`config.mk`:
```
export PLATFORM = sky130hd
export DESIGN_NAME = data_mem_controller
export DESIGN_NICKNAME = d
export VERILOG_FILES = /design/src/rtl/rv_mem_pkg.sv /design/src/rtl/load_store_align.sv /design/src/rtl/data_mem_controller.sv
export SDC_FILE = /design/constraint.sdc
export NUM_CORES = 1
export LEC_CHECK = 0
export ABC_AREA = 1
export BUFFER_PORTS_ARGS = -buffer_cell sky130_fd_sc_hd__buf_2
export CAP_MARGIN = 20
export CORE_UTILIZATION = 35
export CTS_CLUSTER_SIZE = 14
export DETAILED_ROUTE_END_ITERATION = 16
export PLACE_DENSITY_LB_ADDON = 0.25
export SYNTH_ARGS = -nofsm -noshare
export SYNTH_HDL_FRONTEND = slang
export SYNTH_HIERARCHICAL = 1
export SYNTH_SLANG_ARGS = --single-unit
```
`constraint.sdc`:
```
create_clock -name CLK -period 5.8 [get_ports CLK]
set_input_delay 1.16 -clock CLK [delete_from_list [all_inputs] [get_ports CLK]]
set_output_delay 1.16 -clock CLK [all_outputs]
set_load 0.005 [all_outputs]
```
`src/rtl/rv_mem_pkg.sv`:
```
// Shared definitions for the MEM-stage data memory controller: RV32I
// load/store FUNC3 encodings, controller state encoding and small decode
// helpers used by both the alignment datapath and the controller.
package rv_mem_pkg;

  localparam logic [2:0] F3_B  = 3'b000;
  localparam logic [2:0] F3_H  = 3'b001;
  localparam logic [2:0] F3_W  = 3'b010;
  localparam logic [2:0] F3_BU = 3'b100;
  localparam logic [2:0] F3_HU = 3'b101;

  typedef enum logic [1:0] {
    ST_IDLE     = 2'b00,
    ST_WAIT_ACK = 2'b01,
    ST_DONE     = 2'b10
  } state_e;

  // Stores only exist as SB/SH/SW; loads add the unsigned byte/half forms.
  function automatic logic func3_legal(input logic [2:0] f3, input logic is_store);
    logic ok;
    ok = (f3 == F3_B) || (f3 == F3_H) || (f3 == F3_W);
    if (!is_store) begin
      ok = ok || (f3 == F3_BU) || (f3 == F3_HU);
    end
    return ok;
  endfunction

  // Halfwords need an even address, words a 4-byte aligned address.
  function automatic logic addr_aligned(input logic [2:0] f3, input logic [1:0] off);
    logic ok;
    case (f3)
      F3_H, F3_HU: ok = ~off[0];
      F3_W:        ok = (off == 2'b00);
      default:     ok = 1'b1;
    endcase
    return ok;
  endfunction

endpackage

```
`src/rtl/load_store_align.sv`:
```
// Combinational lane logic for the data memory controller. The request side
// (current pipeline inputs) yields byte enables, replicated store data and
// the legality/alignment verdict; the load side (registered access info)
// extracts and extends the addressed bytes from the returned memory word.
module load_store_align
  import rv_mem_pkg::*;
(
  input  logic [2:0]  req_func3_i,
  input  logic        req_is_store_i,
  input  logic [1:0]  req_off_i,
  input  logic [31:0] req_wdata_i,
  output logic [3:0]  byte_en_o,
  output logic [31:0] wdata_o,
  output logic        access_ok_o,
  input  logic [2:0]  ld_func3_i,
  input  logic [1:0]  ld_off_i,
  input  logic [31:0] rdata_i,
  output logic [31:0] rdata_o
);

  logic [31:0] rdata_shifted;

  assign access_ok_o   = func3_legal(req_func3_i, req_is_store_i)
                       && addr_aligned(req_func3_i, req_off_i);
  assign rdata_shifted = rdata_i >> {ld_off_i, 3'b000};

  // Store lanes: enables follow size and offset, data is replicated so the
  // addressed lane always carries the low bytes of rs2.
  always_comb begin
    // NOTE: every output gets a default first so no path infers a latch.
    byte_en_o = 4'b1111;
    wdata_o   = req_wdata_i;
    if (req_is_store_i) begin
      case (req_func3_i)
        F3_B: begin
          byte_en_o = 4'b0001 << req_off_i;
          wdata_o   = {4{req_wdata_i[7:0]}};
        end
        F3_H: begin
          byte_en_o = 4'b0011 << req_off_i;
          wdata_o   = {2{req_wdata_i[15:0]}};
        end
        F3_W:    byte_en_o = 4'b1111;
        default: byte_en_o = 4'b0000;
      endcase
    end
  end

  // Load result: sign- or zero-extend the addressed byte/halfword.
  always_comb begin
    rdata_o = '0;
    case (ld_func3_i)
      F3_B:    rdata_o = {{24{rdata_shifted[7]}}, rdata_shifted[7:0]};
      F3_BU:   rdata_o = {24'h0, rdata_shifted[7:0]};
      F3_H:    rdata_o = {{16{rdata_shifted[15]}}, rdata_shifted[15:0]};
      F3_HU:   rdata_o = {16'h0, rdata_shifted[15:0]};
      F3_W:    rdata_o = rdata_i;
      default: rdata_o = '0;
    endcase
  end

endmodule

```
`src/rtl/data_mem_controller.sv`:
```
// MEM-stage data memory controller. Accepts one load or store from the
// pipeline, runs it over a REQ/ACK handshake to a multi-cycle word memory,
// stalls the pipeline with BUSYWAIT until the access completes, and reports
// illegal requests (FAULT) and unresponsive memory (TIMEOUT) as pulses.
module data_mem_controller
  import rv_mem_pkg::*;
#(
  parameter int TIMEOUT_CYCLES = 255,
  parameter int TIMER_WIDTH    = 8
) (
  input  logic        CLK,
  input  logic        RESET,
  input  logic        MEM_READ,
  input  logic        MEM_WRITE,
  input  logic [2:0]  FUNC3,
  input  logic [31:0] ADDRESS,
  input  logic [31:0] WRITE_DATA,
  output logic [31:0] READ_DATA,
  output logic        BUSYWAIT,
  output logic        FAULT,
  output logic        TIMEOUT,
  output logic        MEM_REQ,
  output logic        MEM_WE,
  output logic [31:0] MEM_ADDR,
  output logic [31:0] MEM_WDATA,
  output logic [3:0]  MEM_BYTE_EN,
  input  logic [31:0] MEM_RDATA,
  input  logic        MEM_ACK
);

  localparam logic [TIMER_WIDTH-1:0] TIMER_LIMIT = TIMER_WIDTH'(TIMEOUT_CYCLES - 1);

  state_e                 state_q;
  logic [TIMER_WIDTH-1:0] timer_q;
  logic [TIMER_WIDTH-1:0] timer_d;
  logic [31:0]            read_data_q;
  logic                   mem_req_q;
  logic                   mem_we_q;
  logic [31:0]            mem_addr_q;
  logic [31:0]            mem_wdata_q;
  logic [3:0]             mem_byte_en_q;
  logic                   fault_q;
  logic                   timeout_q;
  logic [2:0]             ld_func3_q;
  logic [1:0]             ld_off_q;

  logic        req_any;
  logic        req_valid;
  logic        access_ok;
  logic [3:0]  lane_byte_en;
  logic [31:0] lane_wdata;
  logic [31:0] load_result;

  load_store_align u_align (
    .req_func3_i    (FUNC3),
    .req_is_store_i (MEM_WRITE),
    .req_off_i      (ADDRESS[1:0]),
    .req_wdata_i    (WRITE_DATA),
    .byte_en_o      (lane_byte_en),
    .wdata_o        (lane_wdata),
    .access_ok_o    (access_ok),
    .ld_func3_i     (ld_func3_q),
    .ld_off_i       (ld_off_q),
    .rdata_i        (MEM_RDATA),
    .rdata_o        (load_result)
  );

  assign req_any   = MEM_READ | MEM_WRITE;
  assign req_valid = (MEM_READ ^ MEM_WRITE) & access_ok;
  assign timer_d   = timer_q + 1'b1;

  // Stall immediately on an accepted request and throughout the handshake;
  // DONE releases the pipeline for exactly one cycle.
  always_comb begin
    BUSYWAIT = 1'b0;
    if (!RESET) begin
      BUSYWAIT = (state_q == ST_WAIT_ACK) || ((state_q == ST_IDLE) && req_valid);
    end
  end

  // Controller FSM with timeout counter and registered memory-side outputs.
  always_ff @(posedge CLK or posedge RESET) begin
    if (RESET) begin
      // NOTE: every register is reset here so an access aborted mid-flight
      // leaves no request on the bus and no stale state behind.
      state_q       <= ST_IDLE;
      timer_q       <= '0;
      read_data_q   <= '0;
      mem_req_q     <= 1'b0;
      mem_we_q      <= 1'b0;
      mem_addr_q    <= '0;
      mem_wdata_q   <= '0;
      mem_byte_en_q <= '0;
      fault_q       <= 1'b0;
      timeout_q     <= 1'b0;
      ld_func3_q    <= '0;
      ld_off_q      <= '0;
    end else begin
      // NOTE: non-blocking assignments keep every register update in this
      // block sampling the pre-edge values.
      fault_q   <= 1'b0;
      timeout_q <= 1'b0;
      case (state_q)
        ST_IDLE: begin
          if (req_valid) begin
            state_q       <= ST_WAIT_ACK;
            timer_q       <= '0;
            mem_req_q     <= 1'b1;
            mem_we_q      <= MEM_WRITE;
            mem_addr_q    <= {ADDRESS[31:2], 2'b00};
            mem_wdata_q   <= lane_wdata;
            mem_byte_en_q <= lane_byte_en;
            ld_func3_q    <= FUNC3;
            ld_off_q      <= ADDRESS[1:0];
          end else if (req_any) begin
            fault_q <= 1'b1;
          end
        end
        ST_WAIT_ACK: begin
          if (MEM_ACK) begin
            if (!mem_we_q) begin
              read_data_q <= load_result;
            end
            mem_req_q <= 1'b0;
            state_q   <= ST_DONE;
          end else if (timer_q == TIMER_LIMIT) begin
            timeout_q   <= 1'b1;
            read_data_q <= '0;
            mem_req_q   <= 1'b0;
            state_q     <= ST_DONE;
          end else begin
            timer_q <= timer_d;
          end
        end
        ST_DONE: begin
          state_q <= ST_IDLE;
        end
        default: begin
          state_q   <= ST_IDLE;
          mem_req_q <= 1'b0;
        end
      endcase
    end
  end

  assign READ_DATA   = read_data_q;
  assign FAULT       = fault_q;
  assign TIMEOUT     = timeout_q;
  assign MEM_REQ     = mem_req_q;
  assign MEM_WE      = mem_we_q;
  assign MEM_ADDR    = mem_addr_q;
  assign MEM_WDATA   = mem_wdata_q;
  assign MEM_BYTE_EN = mem_byte_en_q;

endmodule

```
==> impl_results.md, run 1 <==
- Status: finished, final reports clean
- Initial Util: 0.361
- Fmax: 278 MHz
- # H-tree levels: 4
- Post-layout min period: 3.59 ns
- CTS Hold Bufs: 0
- Syn_area_per_cell: 8.49 sq um
- Antenna violations before repair: 1
- Clk sinks: 117
- Clk_lat worst skew: 0.42 ns
- Post-Syn Area: 6280 sq um
- Share of layout cells above drive strength 1: 0.323
- Final WS setup: 2.21 ns
- Setup crit end: BUSYWAIT
- Global route total overflow: 0
- DP HPWL: 11.8 mm
- Area contributors post-synth: dfrtp_1 (47%), nand2_1 (17%), mux2_1 (6.5%)
- RR Endpoint: READ_DATA[30]
- Crit path DAT: 2.43 ns
- Final setup fails: 0
- Max-slew violations: 0
- Placeable Area: 17400 sq um
- Post-CTS sizing: 0
- Worst VDD drop: 0.215 mV
- Total wire length: 16.4 mm
- Clock power share: 0.276
- CTS tree: built
- Synthesis-to-layout area growth: 25.4%
- Area fraction of the dominant cell type after synthesis: 0.466
- Post-synth top cells: nand2_1 (281), dfrtp_1 (117), nand3_1 (81), inv_1 (48), mux2_1 (36)
- Critical-path top delay cell: nor2_2
- DRC: 0
- Largest net degree at the start of global routing: 76
- IO buf count: 206
- TritonCTS Buffers: 17
- CP endpoint kind: primary output
- GPL Wtd Cong: 0.829
- Vias in the first global route: 5345
- IO Pins: 209
- Total negative slack: 0 ns
- Worst Setup SP: FUNC3[0]
- Sw Ratio: 0.353
- Dpl ws: 2.17 ns
- Setup CP Type: primary input to primary output
- Logic pwr share: 0.359
- Pwr dens: 485 nW/um^2
- Yosys warns: 6
- Crit start category: primary input
- Sw Pwr: 1.35 mW
- Post-synthesis cell count: 740
- Worst-path clk slew: 0.06 ns
- Dominant synthesized flop cell: dfrtp_1
- Slew margin rel.: 0.359
- Clk root buf: clkbuf_16
- Unrepaired setup endpoints after global routing: false
- # rows: 48
- First DRT Iteration DRCs: 247
- Max Buffers Root-to-Sink: 2
- Fin. Hold Viols: 0
- Die area: 18500 sq um
- Placed cells: 1132
- Leading area contributor after synthesis: dfrtp_1
- EDFF count, synth: 0
- First-pass GRT wire length: 26.5 mm
- Max incr delay on CP: 0.28 ns
- Vias/cell: 4.73
- Worst Path Required: 4.64 ns
- Avg WL per Cell: 14.1 um
- Final antenna-violating net count: 0
- DR pass1 iterations: 8
- Final period util: 0.620
- Layout Cells excl Fill: 1165
- Asr flop ratio synth: 1.00
- Crit-path cells: buf_2 -> inv_1 -> nor2_2 -> o21ai_0 -> a21oi_1 -> nand2_1 -> inv_1 -> nand2_4 -> a21oi_1 -> buf_2
- Worst Reg-to-Reg Cells: 9
- Final Skew: 0.00814 ns
- Setup bufs post-CTS: 0
- Most common cell in the netlist: nand2_1
- Seq pwr share: 0.365
- Worst Path Max Fanout: 9
- Register-to-register setup slack: 3.52 ns
- Overall global routing resource usage: 0.186
- P_int: 2.47 mW
- Maximum capacitance violations: 0
- Die width: 136 um
- Post-synthesis sequential area ratio: 0.466
- Hold WC Path Type: flip-flop to flip-flop
- Nets: 1033
- Synth cell types: 32
- Leak pwr: 4.35 nW
- Worst slew pin tran: 0.961 ns
- Reg-to-reg startpoint: timer_q[0]
- Die span in y: 136 um
- Vias: 5505
- Synthesized flop and latch total: 117
-- worst min-delay path by stage --
stage / from / to / cells past startpoint
detailed placement: READ_DATA[25] / READ_DATA[25] / 2
floorplan: READ_DATA[0] / READ_DATA[0] / 2
CTS: READ_DATA[23] / READ_DATA[23] / 2
global placement: READ_DATA[19] / READ_DATA[19] / 2
finish: READ_DATA[17] / READ_DATA[17] / 2
global route: READ_DATA[2] / READ_DATA[2] / 2
-- state kept, by name (all words and copies together), names as in the netlist, 2 cells and up --
signal,flops
MEM_ADDR,30
MEM_BYTE_EN,4
MEM_WDATA,32
READ_DATA,32
ld_func3_q,3
ld_off_q,2
state_q,2
timer_q,8
-- power groups by stage --
stage	clock, mW	combinational, mW	sequential (mW)
after detailed placement	0	1.39	1.41
after CTS	1.08	1.40	1.40
final	1.05	1.37	1.40
after floorplan	0	0.843	1.42
after global placement	0	1.38	1.40
after global routing	1.12	1.57	1.45
-- critical path: cells and delay by family --
family,cells,cell delay (ns)
buffers and inverters,4,0.45
AOI/OAI and AO/OA,3,0.39
and+or+nand+nor,3,0.43
-- per-stage QoR --
stage / util / power (mW) / instance area, sq um / hold WS (ns)
final: 0.452 / 3.82 / 7880 / 0.472
after CTS: 0.452 / 3.88 / 7880 / 0.477
after detailed placement: 0.418 / 2.80 / 7280 / 0.461
after floorplan: - / 2.26 / 6290 / 0.472
after global routing: 0.452 / 4.14 / 7880 / 0.496
after global placement: 0.418 / 2.78 / 7280 / 0.459
-- metal layers --
layer | track usage | wire length, um | vias to the layer above
li1 | - | - | 2731
met1 | 0.226 | 7010 | 2561
met2 | 0.301 | 7710 | 195
met3 | 0.0738 | 1480 | 16
met4 | 0.0586 | 195 | 2
met5 | 0 | 13 | -
-- cell type report --
type / instances / area, sq um
clock inverter: 13 / 148
sequential: 117 / 2930
inverter: 54 / 208
clock buffer: 19 / 443
timing repair buffer: 210 / 1060
antenna: 1 / 2.50
fill: 1790 / 9540
tap: 225 / 282
multi-input combinational: 526 / 2810
-- layout by cell type, fill, tap and decap left out, types with 2 or more instances in the layout --
cell / synthesis / layout
a21oi_1: 4 / 4
buf_2: 7 / 206
buf_4: 18 / 4
bufinv_16: 0 / 2
clkbuf_16: 0 / 17
clkinv_4: 0 / 3
clkinvlp_4: 0 / 4
conb_1: 1 / 2
dfrtp_1: 117 / 117
ha_1: 3 / 3
inv_1: 48 / 47
inv_2: 4 / 4
inv_4: 1 / 2
inv_6: 0 / 3
mux2_1: 36 / 36
mux2_2: 35 / 35
nand2_1: 281 / 280
nand2_2: 7 / 7
nand2_4: 1 / 2
nand3_1: 81 / 81
nand3_2: 4 / 4
nor2_1: 26 / 26
nor2_2: 3 / 3
nor2_4: 3 / 3
o21ai_0: 21 / 21
o21ai_1: 11 / 11
xor2_1: 2 / 2
-- logic make-up (layout without fill, tap and decap cells) --
logic type | Yosys count | after routing | share of synthesized area
AOI/OAI and AO/OA | 38 | 38 | 0.0311
xor gates and xnor gates | 2 | 2 | 0.00279
adders and majority gates | 3 | 3 | 0.00598
buffers and inverters | 98 | 296 | 0.0890
DFF | 117 | 117 | 0.466
muxes | 71 | 71 | 0.127
other | 1 | 3 | 0.000597
and+or+nand+nor | 410 | 410 | 0.277
Power figures use the tool's default switching activity.
==> inputs of run 2 (changes only) <==
==> constraint.sdc (replaced) <==
create_clock -name CLK -period 3 [get_ports CLK]
set_input_delay 0.6 -clock CLK [delete_from_list [all_inputs] [get_ports CLK]]
set_output_delay 0.6 -clock CLK [all_outputs]
set_load 0.005 [all_outputs]
==> run 2 against run 1 <==
  * Routed wire length increased by 2.0%
  * Largest cell class unchanged
  * Highest routed layer unchanged
  * Die area unchanged
  * Design area increased by 0.76%
  * Critical endpoint unchanged
==> impl_results.md, run 2 (synthesis gave the netlist of run 1 again) <==
- Status: finished, final reports clean
- Setup bufs post-CTS: 0
- Hold WC Path Type: primary input to asynchronous set/reset pin
- Clk sinks: 117
- Vias in the first global route: 5254
- Share of layout cells above drive strength 1: 0.327
- Layout Cells excl Fill: 1171
- Vias: 5554
- Post-CTS sizing: 0
- Buffer and inverter count on the worst path: 4
- Leak pwr: 4.39 nW
- Max Buffers Root-to-Sink: 2
- Global route total overflow: 0
- Vias/cell: 4.74
- Crit-path leading delay family: buffers and inverters
- Antenna violations before repair: 1
- Final period util: 0.799
- Maximum capacitance violations: 0
- Initial Util: 0.361
- IO Pins: 209
- Pwr dens: 932 nW/um^2
- TritonCTS Buffers: 17
- Critical-path top delay cell: ha_1
- Avg WL per Cell: 14.3 um
- # H-tree levels: 4
- Overall global routing resource usage: 0.189
- Crit-path cells: buf_2 -> inv_1 -> ha_1 -> nand2_1 -> inv_1 -> nand2_4 -> a21oi_1 -> buf_2
- Worst Path Max Fanout: 16
- Crit path DAT: 1.80 ns
- Fin. Hold Viols: 0
- Die span in y: 136 um
- Synthesis-to-layout area growth: 26.3%
- Clk root buf: clkbuf_16
- Min Hold Slack: 0.140 ns
- CP endpoint kind: primary output
- Dpl ws: 0.535 ns
- Most frequent cells in the layout: nand2_1 (280), buf_2 (206), dfrtp_1 (117), nand3_1 (81), inv_1 (47)
- Design area: 7940 sq um
- Max-slew violations: 0
- DP HPWL: 12.2 mm
- # rows: 48
- Nets: 1038
- Worst-path clk slew: 0.07 ns
- Setup CP Type: primary input to primary output
- Worst Path Required: 2.40 ns
- Total wire length: 16.7 mm
- Clk_lat worst skew: 0.43 ns
- Slew margin rel.: 0.614
- Placed cells: 1137
- Die area: 18500 sq um
- IO buf count: 206
- Total negative slack: 0 ns
- DR pass1 iterations: 4
- Final core occ: 0.456
- Final WS setup: 0.603 ns
- CTS tree: built
- Final Skew: 0.0129 ns
- Max incr delay on CP: 0.28 ns
- CTS Hold Bufs: 0
- First DRT Iteration DRCs: 283
- Final antenna-violating net count: 0
- DRC: 0
- Total power: 7.40 mW
- Unrepaired setup endpoints after global routing: false
- Worst slew pin tran: 0.579 ns
- Commonest non-fill, non-tap cell in the layout: nand2_1
- Largest net degree at the start of global routing: 76
- Final setup fails: 0
- Post-layout min period: 2.40 ns
- Post-DP Area: 7350 sq um
- First-pass GRT wire length: 26.8 mm
- GPL Wtd Cong: 0.864
- Die width: 136 um
- Worst VDD drop: 0.425 mV
- Placeable Area: 17400 sq um
- Crit start category: primary input
- Fmax: 417 MHz
-- run 2: layout make-up --
cell class | instances | area, sq um
antenna | 2 | 5.00
clock buffer | 17 | 425
clock inverter | 15 | 159
fill | 1787 | 9480
inverter | 54 | 209
multi-input combinational | 526 | 2810
sequential | 117 | 2930
tap | 225 | 282
timing repair buffer | 215 | 1120
-- run 2: layer usage --
metal / vias up / track usage / routed length, um
li1: 2745 / - / -
met1: 2603 / 0.236 / 7370
met2: 185 / 0.303 / 7760
met3: 19 / 0.0694 / 1380
met4: 2 / 0.0556 / 215
met5: - / 0 / 10
-- run 2: worst reg2reg max path, stage by stage, from the launching register on --
cell	delay (ns)
dfrtp_1	0.43
inv_1	0.08
ha_1	0.15
nand2_1	0.05
nor2_1	0.22
nand3_2	0.15
nand2_2	0.07
buf_4	0.31
inv_2	0.32
nand2_1	0.14
nand2_1	0.07
-- run 2: path summary, 6_finish.rpt --
check	start	end	slack [ns]	cells after the start
min reg2reg	READ_DATA[28]	READ_DATA[28]	0.47	2
min	RESET	MEM_ADDR[26]	0.14	2
max	MEM_WRITE	BUSYWAIT	0.60	8
max in group asynchronous	RESET	READ_DATA[3]	2.15	3
min in group CLK	ADDRESS[26]	MEM_ADDR[26]	0.37	2
max reg2reg	timer_q[0]	READ_DATA[6]	0.90	10
-- run 2: report_power, final --
| part | leakage (nW) | total [mW] | switching [mW] | internal [mW] |
|---|---|---|---|---|
| Sequential | 1.46 | 2.72 | 0.419 | 2.30 |
| Clock | 0.282 | 2.01 | 0.897 | 1.11 |
| Combinational | 2.65 | 2.67 | 1.42 | 1.25 |
| Total | 4.39 | 7.40 | 2.74 | 4.66 |
